[config.mk]
export PLATFORM = sky130hd
export DESIGN_NAME = instr_fetch_ctrl
export DESIGN_NICKNAME = d
export VERILOG_FILES = /design/src/rtl/mips_fetch_pkg.sv /design/src/rtl/fetch_addr_xlate.sv /design/src/rtl/instr_fetch_ctrl.sv
export SDC_FILE = /design/constraint.sdc
export NUM_CORES = 1
export LEC_CHECK = 0
export ABC_AREA = 1
export BUFFER_PORTS_ARGS = -buffer_cell sky130_fd_sc_hd__buf_4
export CAP_MARGIN = 40
export CORE_MARGIN = 4
export CORE_UTILIZATION = 48
export CTS_BUF_LIST = sky130_fd_sc_hd__clkbuf_8
export DETAILED_ROUTE_END_ITERATION = 10
export PLACE_DENSITY = 0.83
export SLEW_MARGIN = 40
export SYNTH_ARGS = -nofsm -noshare
export SYNTH_HDL_FRONTEND = slang
export SYNTH_SLANG_ARGS = --single-unit
[constraint.sdc]
create_clock -name clk -period 1.7 [get_ports clk]
set_input_delay 0.085 -clock clk [delete_from_list [all_inputs] [get_ports clk]]
set_output_delay 0.085 -clock clk [all_outputs]
set_load 0.02 [all_outputs]
[src/rtl/mips_fetch_pkg.sv]
// mips_fetch_pkg: shared fetch FSM states and text-segment address-map constants
package mips_fetch_pkg;
    typedef enum logic [2:0] {IDLE, REQ, DISCARD, RESP, FAULT} fetch_state_t;
    localparam logic [31:0] TEXT_BASE_DEFAULT = 32'h0040_0000;
    localparam int WORD_SHIFT = 2;
endpackage

[src/rtl/fetch_addr_xlate.sv]
// fetch_addr_xlate: byte address to memory word index with out-of-range and misalignment flags
module fetch_addr_xlate
    import mips_fetch_pkg::*;
#(
    parameter int N_BITS = 32,
    parameter logic [N_BITS-1:0] BASE = TEXT_BASE_DEFAULT,
    parameter int ADDR_W = 8
) (
    input  logic [N_BITS-1:0] addr,
    output logic [ADDR_W-1:0] idx,
    output logic              out_of_range,
    output logic              misaligned
);
    logic [N_BITS-1:0] word;
    assign word = (addr - BASE) >> WORD_SHIFT;
    assign idx = word[ADDR_W-1:0];
    assign out_of_range = (addr < BASE) || (|(word >> ADDR_W));
    assign misaligned = |addr[WORD_SHIFT-1:0];
endmodule

[src/rtl/instr_fetch_ctrl.sv]
// instr_fetch_ctrl: PC to instruction-memory fetch with valid/ready delivery to decode (MISALIGN_CHECK_EN enables alignment faults)
module instr_fetch_ctrl
    import mips_fetch_pkg::*;
#(
    parameter int N_BITS = 32,
    parameter logic [N_BITS-1:0] TEXT_BASE = TEXT_BASE_DEFAULT,
    parameter int MEM_ADDR_W = 8
) (
    input  logic                  clk,
    input  logic                  reset,
    input  logic [N_BITS-1:0]     pc_i,
    input  logic                  pc_valid_i,
    output logic                  fetch_ready_o,
    input  logic                  flush_i,
    output logic                  mem_req_o,
    output logic [MEM_ADDR_W-1:0] mem_addr_o,
    input  logic                  mem_ack_i,
    input  logic [N_BITS-1:0]     mem_rdata_i,
    output logic [N_BITS-1:0]     instr_o,
    output logic [N_BITS-1:0]     instr_pc_o,
    output logic                  instr_valid_o,
    input  logic                  instr_ready_i,
    output logic                  fault_o
);
`ifdef MISALIGN_CHECK_EN
    localparam bit ALIGN_CHK = 1'b1;
`else
    localparam bit ALIGN_CHK = 1'b0;
`endif
    fetch_state_t state, state_n;
    logic [MEM_ADDR_W-1:0] idx;
    logic out_of_range, misaligned, bad, accept;
    fetch_addr_xlate #(.N_BITS(N_BITS), .BASE(TEXT_BASE), .ADDR_W(MEM_ADDR_W)) u_xlate (
        .addr(pc_i),
        .idx(idx),
        .out_of_range(out_of_range),
        .misaligned(misaligned)
    );
    assign bad = out_of_range | (ALIGN_CHK & misaligned);
    assign accept = (state == IDLE) && pc_valid_i && !flush_i;
    // State register
    always_ff @(posedge clk or negedge reset)
        if (!reset) state <= IDLE;
        else state <= state_n;
    // Next state and state-decoded handshake outputs
    always_comb begin
        state_n = state;
        fetch_ready_o = state == IDLE;
        mem_req_o = (state == REQ) || (state == DISCARD);
        instr_valid_o = state == RESP;
        case (state)
            IDLE:    state_n = accept ? (bad ? FAULT : REQ) : IDLE;
            REQ:     state_n = mem_ack_i ? (flush_i ? IDLE : RESP) : (flush_i ? DISCARD : REQ);
            DISCARD: state_n = mem_ack_i ? IDLE : DISCARD;
            RESP:    state_n = (instr_ready_i || flush_i) ? IDLE : RESP;
            FAULT:   state_n = flush_i ? IDLE : FAULT;
            default: state_n = IDLE;
        endcase
    end
    // Fetch address, PC tag, returned instruction and sticky fault
    always_ff @(posedge clk or negedge reset)
        if (!reset) begin
            mem_addr_o <= '0;
            instr_o <= '0;
            instr_pc_o <= '0;
            fault_o <= 1'b0;
        end else begin
            if (accept && bad) fault_o <= 1'b1;
            if (accept && !bad) begin
                mem_addr_o <= idx;
                instr_pc_o <= pc_i;
            end
            if (state == REQ && mem_ack_i && !flush_i) instr_o <= mem_rdata_i;
            if (state == FAULT && flush_i) fault_o <= 1'b0;
        end
endmodule

==> results.md <==
* Final setup violating endpoints at 0
* Cts bufs inserted at 9
* Ys Warns at 0
* CTS HTree Levels at 3
* WL final at 8100 um
* Vias after detailed routing at 2,518
* FF-to-FF path depth at 4
* Slowest-stage cell, CP: dlygate4sd3_1
* Hold Path Class: primary input to flip-flop
* Fin crit share at 91.4%
* GR Util All Layers at approximately 22%
* DR pass1 iterations at 4
* Hold path cells at 3
* Vias in the first global route at 2,644
* Status: finished clean
* Post-Route Setup TNS at 0 ns
* Final std cells w/o fill at 529
* CTS Buffer Depth at 2
* Worst hold start: pc_i[1]
* Starting density of the core at 50.0%
* DRC violations left at 0
* Most common cell on crit path: nand2_1
* CP Cell Sequence: dlygate4sd3_1, buf_4, inv_1, nand2_1, nor2_2, nand4_4, buf_4, nand2_1, nand2_1
* Pin count of the biggest net entering global routing at 69
* Antenna diodes at 0
* Row count at 28
* Reg area at 1700 um^2
* Worst R2R Start: state[1]
* Synthesized area at 3000 um^2
* Share of cells above drive strength 1 at between 40% and 50%
* Max Cap Viol at 0
* I/O pin total at 146
* Global-route wire length before repair at ~13,000 um
* Critical path required time at approximately 1.9 ns
* Initial antenna violation count at 0
* Skew final at 0.0122 ns
* RSZ-0062 raised after global routing: no
* Compound-gate portion of the synthesized area at 1.46%
* Die footprint at 7570 um^2
* Post-cts sizing count at 0
* Commonest non-fill, non-tap cell in the layout: buf_4
* Post-synthesis xor/xnor area fraction at 0%
* Grt ovf at 0
* Hold Vio Cnt, Final at 0
* Clock sinks at 68
* Worst ir drop on vdd at between 0.0008 and 0.0009 V
* Synth cell types at 23
* Cells after Synth at around 260
* Largest family of logic cells by synthesized area: multiplexers
* Post-synthesis adder-cell area fraction at 0.835%
* Die Ht at 87.0 um
* DPL Wire Length at 5490 um
* Placeable Area at about 6000 um^2
* Clock transition at path regs at 0.07 ns
* Final #Nets at between 500 and 600
* Syn_nets at 336
* Tmin final at 1.55 ns
* Area taken by multi-input logic gates at 1010 um^2
* Fin. max-slew vios at 0
* Register area share after synthesis at 56.8%
* Drt via density at 4.76
* Most frequent cells in the layout: buf_4 (147), dfrtp_1 (68), nand2_1 (60), dlygate4sd3_1 (41), inv_1 (38)
* Pwr per Cell Area at 761 nW/um^2
* Worst-Margin Slew at 0.603 ns
* Fmax at 0.644 GHz
* Crit. End Element: flip-flop
* Pleak at 0.00282 uW
* Critical Path Max Stage Delay at 0.54 ns
* Max-Slew Margin vs Limit at 59.8%
* Placer Congestion at between 0.8 and 0.9
* Die W at 87.0 um
* Insertion delay to the later sink of the worst-skew pair at roughly 0.33 ns
* CP Launch Type: primary input
* Mux share of post-synthesis cell area at 15.8%
* Root Buffer: clkbuf_8
* Post-route ant nets at 0
* Crit Path Category: primary input to flip-flop
* CTS tree: done
* Post-synthesis simple-gate area fraction at 15.7%
* Post-Place Cells at 472
* Per-cell routed wire length at around 15 um
* Syn-to-layout area delta at 58.3%
* Flops & latches, synth at 68
* Critical Path Source: flush_i
* IO buf count at 145
* FILL cells at 400
* Avg Cell Area, Syn at ~11 um^2
* Crit path arrival time at 1.77 ns
* Worst-path fanout max at 31
* DRT iter0 DRCs at 136
## synth_stat cells
| master | number | share of area, % |
|---|---|---|
| nor2_1 | 13 | 1.6 |
| nand3b_1 | 1 | 0.25 |
| nand3_1 | 6 | 1.0 |
| mux2_2 | 2 | 0.75 |
| ha_1 | 2 | 0.83 |
| o21ai_0 | 5 | 0.83 |
| nor2_2 | 4 | 0.83 |
| mux2_4 | 30 | 15 |
| inv_1 | 38 | 4.8 |
| nand2_1 | 60 | 7.5 |
| buf_4 | 8 | 2.0 |
| nor3_4 | 1 | 0.54 |
| nand4_4 | 1 | 0.71 |
| buf_2 | 2 | 0.33 |
| nor2_4 | 1 | 0.38 |
| dfrtp_1 | 68 | 57 |
| buf_6 | 6 | 2.3 |
| inv_2 | 1 | 0.13 |
| a21oi_1 | 2 | 0.33 |
| nand3_4 | 1 | 0.58 |
| nor3_1 | 1 | 0.17 |
| o21ai_2 | 1 | 0.29 |
| nand4_1 | 10 | 2.1 |
## cell type report
cell class | instances | share of cell area, %
clock buffer | 9 | 2.61
clock inverter | 7 | 2.61
inverter | 39 | 3.08
multi-input combinational | 141 | 21.3
sequential | 68 | 35.8
tap | 75 | 1.98
timing repair buffer | 190 | 32.6
## flip-flops by register name (all words and copies together), names as in the netlist
register and cells:
mem_addr_o 7, instr_o 32, fault_o 1, instr_pc_o 25, state 3
## metal layers
| layer | wire (um) | share of wire (%) | track usage (%) |
|---|---|---|---|
| met5 | 0 | 0 | 0 |
| met4 | 176 | 2.2 | 7.93 |
| met3 | 501 | 6.2 | 5.58 |
| met2 | 4430 | 55 | 38.8 |
| met1 | 2990 | 37 | 25.2 |
## what timing repair did
action,CTS,global route
buffers inserted,0,0
hold buffers,41,0
endpoints found under the hold margin,108,0
## power by group
group / leakage, uW / switching, uW / internal (uW)
sequential: 0.000941 / 11.3 / 1630
combinational: 0.00176 / 151 / 211
clock: 0.000120 / 625 / 985
total: 0.00282 / 787 / 2830
## cell families (layout without fill, tap and decap cells)
family	Yosys count	after routing
and+or+nand+nor	99	99
DFF	68	68
buffers and inverters	55	245
muxes	32	32
AOI/OAI and AO/OA	8	8
adders and majority gates	2	2
## path summary, 6_finish.rpt
path,endpoint,slack [ns]
setup / recovery,mem_addr_o[5],0.15
hold / removal,instr_pc_o[1],0.02
setup reg to reg,instr_o[26],0.21
hold reg to reg,instr_pc_o[25],0.47
max in group asynchronous,instr_o[11],0.97
min in group asynchronous,mem_addr_o[3],0.33
## critical path, delay by kind of cell
kind                   cells  cell delay, ns
AND/OR/NAND/NOR            5            0.54
buffers and inverters      4            1.11
## through the flow
step	util, %	hold WS (ns)	instance area, um^2	setup WS [ns]	total power [uW]
after CTS	79.2	0.00255	4740	0.164	3650
after global placement	68.2	0.232	4090	0.255	1950
after global routing	79.2	0.00184	4750	0.0681	3770
after detailed placement	68.2	0.238	4090	0.225	1960
final	79.2	0.0179	4750	0.147	3610
after floorplan	-	-0.211	3000	0.318	1760
No activity file was read; power rests on OpenSTA's default activity.
